`config.mk`:
```
export PLATFORM = sky130hd
export DESIGN_NAME = palette_lookup_arbiter
export DESIGN_NICKNAME = d
export VERILOG_FILES = /design/src/rtl/palette_lookup_arbiter.sv
export SDC_FILE = /design/constraint.sdc
export NUM_CORES = 1
export LEC_CHECK = 0
export BUFFER_PORTS_ARGS = -buffer_cell sky130_fd_sc_hd__buf_2
export CAP_MARGIN = 40
export CORE_ASPECT_RATIO = 1.5
export CORE_UTILIZATION = 45
export DETAILED_ROUTE_END_ITERATION = 7
export PLACE_DENSITY = 0.78
export SETUP_SLACK_MARGIN = 0.05
export SKIP_CTS_REPAIR_TIMING = 1
export SLEW_MARGIN = 20
export SYNTH_ARGS = -nofsm -noshare
export SYNTH_HDL_FRONTEND = slang
export SYNTH_SLANG_ARGS = --single-unit
```
`constraint.sdc`:
```
create_clock -name clk -period 4.1 [get_ports clk]
set_input_delay 0.615 -clock clk [delete_from_list [all_inputs] [get_ports clk]]
set_output_delay 0.615 -clock clk [all_outputs]
set_load 0.02 [all_outputs]
```
`src/rtl/palette_lookup_arbiter.sv`:
```
// Round-robin shared palette lookup: NUM_REQ sprite layers, 2-stage registered lookup, one-hot tagged response.
// Optional transparency flag on the response is built only when PAL_XPARENT_EN is defined.
module palette_lookup_arbiter #(
    parameter int NUM_REQ     = 4,
    parameter int IDX_W       = 8,
    parameter int COLOR_W     = 12,
    parameter int XPARENT_IDX = 0
) (
    input  logic                     clk,
    input  logic                     reset_n,
    input  logic                     flush,
    input  logic [NUM_REQ-1:0]       req_valid,
    input  logic [NUM_REQ*IDX_W-1:0] req_index,
    output logic [NUM_REQ-1:0]       req_ready,
    output logic [IDX_W-1:0]         pal_index,
    input  logic [COLOR_W-1:0]       pal_rgb,
    output logic                     rsp_valid,
    output logic [NUM_REQ-1:0]       rsp_tag,
    output logic [COLOR_W-1:0]       rsp_rgb,
    output logic                     rsp_xparent
);

    localparam int PTR_W = (NUM_REQ > 1) ? $clog2(NUM_REQ) : 1;

    if (NUM_REQ < 2 || NUM_REQ > 8 || XPARENT_IDX < 0 || XPARENT_IDX >= (1 << IDX_W)) begin : g_bad_param
        $error("palette_lookup_arbiter: parameter out of range");
    end

    logic [PTR_W-1:0]   rr_ptr_q, rr_ptr_d;
    logic               s1_valid_q, s1_valid_d;
    logic [NUM_REQ-1:0] s1_tag_q, s1_tag_d;
    logic [IDX_W-1:0]   pal_index_q, pal_index_d;
    logic               rsp_valid_q, rsp_valid_d;
    logic [NUM_REQ-1:0] rsp_tag_q, rsp_tag_d;
    logic [COLOR_W-1:0] rsp_rgb_q, rsp_rgb_d;
    logic               rsp_xparent_q, rsp_xparent_d;

    logic [IDX_W-1:0]   idx_arr [NUM_REQ];
    logic [NUM_REQ-1:0] grant_oh;
    logic [PTR_W-1:0]   grant_idx;
    logic [IDX_W-1:0]   grant_index;
    logic               accept;
    logic [PTR_W-1:0]   ptr_inc;
    logic               xp_hit;

    always_comb begin
        for (int i = 0; i < NUM_REQ; i++) begin
            idx_arr[i] = req_index[i*IDX_W +: IDX_W];
        end
    end

    // Scan from rr_ptr upward (mod NUM_REQ); first valid layer wins.
    always_comb begin
        logic [PTR_W:0]   sum;
        logic [PTR_W-1:0] cand;
        sum         = '0;
        cand        = '0;
        grant_oh    = '0;
        grant_idx   = '0;
        grant_index = '0;
        accept      = 1'b0;
        for (int k = 0; k < NUM_REQ; k++) begin
            sum = {1'b0, rr_ptr_q} + (PTR_W+1)'(k);
            if (sum >= (PTR_W+1)'(NUM_REQ)) begin
                sum = sum - (PTR_W+1)'(NUM_REQ);
            end
            cand = sum[PTR_W-1:0];
            if (!accept && req_valid[cand]) begin
                accept         = 1'b1;
                grant_idx      = cand;
                grant_index    = idx_arr[cand];
                grant_oh[cand] = 1'b1;
            end
        end
        if (flush || !reset_n) begin
            grant_oh = '0;
            accept   = 1'b0;
        end
    end

    assign ptr_inc = (grant_idx == PTR_W'(NUM_REQ - 1)) ? '0 : grant_idx + 1'b1;

`ifdef PAL_XPARENT_EN
    assign xp_hit = s1_valid_q && (pal_index_q == IDX_W'(XPARENT_IDX));
`else
    assign xp_hit = 1'b0;
`endif

    always_comb begin
        rr_ptr_d      = accept ? ptr_inc : rr_ptr_q;
        s1_valid_d    = accept;
        s1_tag_d      = grant_oh;
        // Palette address only moves on an accept so the ROM input never glitches.
        pal_index_d   = accept ? grant_index : pal_index_q;
        rsp_valid_d   = s1_valid_q;
        rsp_tag_d     = s1_tag_q;
        rsp_rgb_d     = s1_valid_q ? pal_rgb : rsp_rgb_q;
        rsp_xparent_d = xp_hit;
        if (flush) begin
            rr_ptr_d      = '0;
            s1_valid_d    = 1'b0;
            s1_tag_d      = '0;
            rsp_valid_d   = 1'b0;
            rsp_tag_d     = '0;
            rsp_rgb_d     = rsp_rgb_q;
            rsp_xparent_d = 1'b0;
        end
    end

    always_ff @(posedge clk or negedge reset_n) begin
        if (!reset_n) begin
            rr_ptr_q      <= '0;
            s1_valid_q    <= 1'b0;
            s1_tag_q      <= '0;
            pal_index_q   <= '0;
            rsp_valid_q   <= 1'b0;
            rsp_tag_q     <= '0;
            rsp_rgb_q     <= '0;
            rsp_xparent_q <= 1'b0;
        end else begin
            rr_ptr_q      <= rr_ptr_d;
            s1_valid_q    <= s1_valid_d;
            s1_tag_q      <= s1_tag_d;
            pal_index_q   <= pal_index_d;
            rsp_valid_q   <= rsp_valid_d;
            rsp_tag_q     <= rsp_tag_d;
            rsp_rgb_q     <= rsp_rgb_d;
            rsp_xparent_q <= rsp_xparent_d;
        end
    end

    assign req_ready   = grant_oh;
    assign pal_index   = pal_index_q;
    assign rsp_valid   = rsp_valid_q;
    assign rsp_tag     = rsp_tag_q;
    assign rsp_rgb     = rsp_rgb_q;
    assign rsp_xparent = rsp_xparent_q;

endmodule

```
; ---- After elaboration in Yosys (flattened, before gate mapping)
; Index checks and enable logic that the tools add are counted.
[classes]
eq_ne = 1
reduce_logical = 14
muxes = 57
n_bitwise = 8
n_addsub = 8
order_cmp = 16
[ops]
columns = op, n
row1 = 8-bit two-way mux, 12
row2 = 8-bit binary-select mux with 2-bit select, 4
row3 = 4-bit two-way mux, 7
row4 = 2-bit two-way mux, 11
row5 = "3-bit >= comparator, second input constant", 7
row6 = 1-bit two-way mux, 15
row7 = "2-bit by 3-bit < comparator with 1-bit output, second input constant", 4
row8 = 2-bit NOT with 3-bit output, 4
row9 = 4-bit bitwise OR, 3
row10 = 1-bit binary-select mux with 2-bit select, 4
row11 = 1-bit demux with 2-bit select, 4
row12 = "2-bit by 1-bit >= comparator with 1-bit output, second input constant", 4
row13 = "2-bit by 1-bit subtractor with 2-bit output, second input constant", 4
row14 = 1-bit logical AND, 7
row15 = "2-bit by 2-bit adder with 3-bit output, second input constant", 2
row16 = 1-bit logical NOT, 4
row17 = "2-bit by 1-bit adder with 3-bit output, second input constant", 1
row18 = "2-bit by 3-bit >= comparator with 1-bit output, second input constant", 1
row19 = "2-bit by 1-bit adder with 2-bit output, second input constant", 1
row20 = "2-bit equality test, second input constant", 1
row21 = 2-bit AND reduction, 1
row22 = 2-bit nonzero test, 1
row23 = 1-bit logical OR, 1
row24 = 1-bit NOT, 1
[totals]
input_bits = 51
ff_bits = 32
elab_cells = 111
out_inout_bits = 30

; ---- Longest topological paths before layout
[depth]
depth_word = 18
depth_mapped = 12
mapped_depth_nobuf = 8

; ---- Worst setup path after synthesis
; Ideal clock, no wire load.
[synth_timing]
path_type = register to output
start = register rr_ptr_q[1]
end = output port req_ready[1]
setup_slack_ps = 845
stages_incl_launch_ff = 12
t_required_ps = 3485
arrival_time_ps = 2640
path_cell_list = dfrtp_1 > buf_2 > buf_2 > inv_1 > ha_1 > clkbuf_2 > buf_2 > mux4_2 > and2_4 > buf_6 > a221oi_2 > nor2_1
[synth_between]
elab_chain_len = 15
word_cells_on_any_way = 60
cone_classes = 7 x add/sub / 12 x order compare / 28 x mux / 3 x bitwise / 10 x reduce/logical
[synth_lines]
columns = item, line_no
row1 = from (decl), 29  ; logic [PTR_W-1:0] rr_ptr_q, rr_ptr_d;
row2 = from (signal assigned), 121  ; rr_ptr_q <= rr_ptr_d;
row3 = branches (longest 13 deep; another with 2-bit by 1-bit adder with 3-bit output), -
row4 = 4-bit two-way mux *, 68  ; if (!accept && req_valid[cand]) begin
row5 = 4-bit two-way mux *, 75  ; if (flush || !reset_n) begin
row6 = to (decl), 14  ; output logic [NUM_REQ-1:0] req_ready,
; Mark *: on every way between the ends. The select of a mux whose other input is x is not followed.

; ---- Worst setup path in the final report
[layout_timing]
start = register rr_ptr_q[1]
end = output port req_ready[2]
; The elaborated chain is that of the path after synthesis.

==> summary.txt <==
Clocking
  – Clock Tree Root: clkbuf_8
  – CTS H-Tree Depth: 2
  – Clock Pin Slew Worst Setup and Hold Paths: 0.06 ns
  – Clock Latency Late Sink: 0.27 ns
  – Sink Count: 32
  – CTS tree: yes
  – Clk buf depth: 2
  – Clock buffer count from CTS: 5

Worst setup path
  – Arr. time, crit path: 2.87 ns
  – Worst-path fanout max: 24
  – Worst Setup Start Kind: flop
  – Crit path required time: 3.48 ns
  – Crit Path Class: reg -> out
  – Worst Setup End Kind: output port

Cells and area
  – Diodes inserted: 0
  – Most frequent cells in the layout: buf_2 (79), mux4_2 (35), dfrtp_1 (31)
  – Layout cell share with drive strength beyond 1: 55.63%
  – Area of the multi-input gates: 1635 um^2
  – Register area: 802.0 um^2
  – Fillers: 476
  – Most common cell after layout, fill and taps aside: buf_2
  – Fin nets: 339
  – Synthesis-to-finish area growth: 19.39%

GRT
  – Initial antenna violation count: 0
  – Total GRT Usage: between 10% and 20%
  – First-pass GRT wire length: 8.797 mm
  – Largest net degree at the start of global routing: 39
  – Gr ovfl total: 0
  – Number of global-route vias before repair: about 2000

STA
  – Final Max Slew Viols: 0
  – Final setup violating endpoints: 0
  – Hold Vio Cnt, Final: 0
  – Total negative slack for setup checks: 0 ns
  – Period utilization: 84.92%
  – RSZ-0062 raised after global routing: false
  – Final Critical Period: 3.482 ns
  – Layout Skew: just under 0.004 ns
  – Worst slew pin tran: roughly 0.6 ns
  – Max Freq: 287.2 MHz
  – Rel. slew slack: 60.10%

Drt
  – Wire per inst: 14.70 um
  – WL final: roughly 5.2 mm
  – First drt pass iteration count: 4
  – Post-DRT Antenna Nets: 0
  – Initial DRC Count: 65
  – Via-to-Cell Ratio: 5.754
  – Via count: around 2000
  – Drt drc: 0

Synthesis
  – Synth area leaders: dfrtp_1 (31%), mux4_2 (31%), mux2_2 (5.2%), nor2_1 (3.2%), a21oi_1 (3.1%)
  – Warning count from the yosys run: 0
  – Number of flops mapped to enable cells by yosys: 0
  – Syn Area/Cell: approximately 12 um^2
  – Mapped cell area: 2581 um^2
  – Yosys reg bits: 32
  – Async SR Flop Fraction: 100.0%
  – Synth unique cells: 33
  – Post-Syn Nets: roughly 270
  – Post-Synthesis Cells: 210
  – Synth area leader: dfrtp_1
  – Register area share after synthesis: 31.02%
  – Prevailing post-synth register cell: dfrtp_1
  – Post-synth top area share: 31.02%

Placed design
  – Dpl hpwl: 3.916 mm
  – Final GP Congestion: between 0.7 and 0.8
  – PortBufs: 79

Power
  – Net switching power: slightly below 800 uW
  – Internal: ~1100 uW
  – Sequential Power Share: 22.9%
  – Power per cell area: 611.8 nW/um^2
  – LEAKAGE: roughly 0.0013 uW
  – Clock power frac: 12.4%
  – Final Total Pwr: 1885 uW
  – Peak supply drop: 0.2756 mV
  – Sw Share: 41.43%
  – Logic pwr share: 64.6%

Die
  – Die Span X: 63.84 um
  – Row Count: 33
  – Die height: 94.76 um
  – CORE AREA: between 5000 and 6000 um^2
  – Ports: 81
  – Initial Utilization: 47.00%
  – Die Area: 6049 um^2

Status
  – Status: finished clean

Flow run
  – Max-Cap Viols: 0

Hold path
  – Worst hold-check path type: in -> async
-- final timing paths --
path,from,to,slack [ns],cells after the start
worst max register to register,rr_ptr_q[1],pal_index[4],1.47,9
worst min-delay path,reset_n,s1_tag_q[2],0.35,2
worst min register to register,s1_tag_q[3],rsp_tag[3],0.47,1
max in group asynchronous,reset_n,rr_ptr_q[0],3.44,2
worst max-delay path,rr_ptr_q[1],req_ready[2],0.62,10
min in group clk,s1_tag_q[3],rsp_tag[3],0.47,1
-- synthesized netlist by cell type (2+ instances only) --
cell type / n
a21oi_1: 16
a21oi_2: 3
a221oi_2: 4
a22oi_1: 7
a22oi_2: 6
buf_2: 7
buf_4: 3
buf_6: 4
clkbuf_1: 5
dfrtp_1: 32
ha_1: 5
inv_1: 5
mux2_2: 12
mux2i_1: 4
mux4_2: 35
nand2_1: 10
nand2b_1: 2
nor2_1: 22
nor2b_1: 5
nor3_1: 2
o21ai_0: 3
o21ai_1: 7
-- critical path, stage by stage (launching register included) --
cell	delay (ns)
dfrtp_1	0.32
buf_4	0.30
inv_1	0.13
ha_1	0.32
mux4_2	0.51
nor2b_4	0.42
a22oi_1	0.13
nor2_1	0.15
a221oi_2	0.06
nor2_1	0.09
buf_2	0.17
-- registers in the layout, summed over array words and instances (netlist names) --
| name | cells |
|---|---|
| rsp_valid | 1 |
| rsp_tag | 4 |
| rr_ptr_q | 2 |
| pal_index | 8 |
| s1_tag_q | 4 |
| s1_valid_q | 1 |
| rsp_rgb | 12 |
-- metrics by stage --
stage	util [%]	hold WS, ns	std cells	area [um^2]	setup slack, ns
after detailed placement	54.48	0.4590	346	2992	0.9403
after global placement	54.34	0.4407	345	2984	0.9964
after global routing	56.12	0.3944	354	3082	0.4131
after CTS	56.12	0.3635	354	3082	0.6213
final	56.12	0.3550	354	3082	0.6184
after floorplan	-	0.3194	210	2581	0.8453
-- per-layer routing --
| metal | GRT usage, % | part of all wire, % | wire length, um |
|---|---|---|---|
| met5 | 0 | 0 | 0 |
| met4 | 11.17 | 2.3 | 121 |
| met3 | 2.899 | 5.3 | 277 |
| met2 | 31.12 | 53 | 2767 |
| met1 | 23.06 | 39 | 2037 |
-- area by class of cell --
| class | count | area share, % |
|---|---|---|
| clock buffer | 8 | 2.923 |
| inverter | 5 | 0.6090 |
| multi-input combinational | 153 | 53.07 |
| sequential | 32 | 26.03 |
| tap | 70 | 2.842 |
| timing repair buffer | 86 | 14.54 |
-- power by group through the flow --
stage	logic, uW	clock network (uW)	registers (uW)
5_1_grt	1340	258	444
2_1_floorplan	926	0	525
4_1_cts	1220	246	435
3_3_place_gp	1200	0	436
6_report	1220	235	432
3_5_place_dp	1220	0	441
-- cell families after synthesis --
group                    count (synthesis)  share of synthesized area [%]
AO/OA/AOI/OAI                           49                          14.35
other                                    1                         0.1453
XOR/XNOR                                 1                         0.3394
flip-flops                              32                          31.02
AND/OR/NAND/NOR                         45                          8.241
buffers and inverters                   25                          5.623
multiplexers                            52                          37.86
adder cells (fa/ha/maj)                  5                          2.424
(Power assumes the default switching activity.)
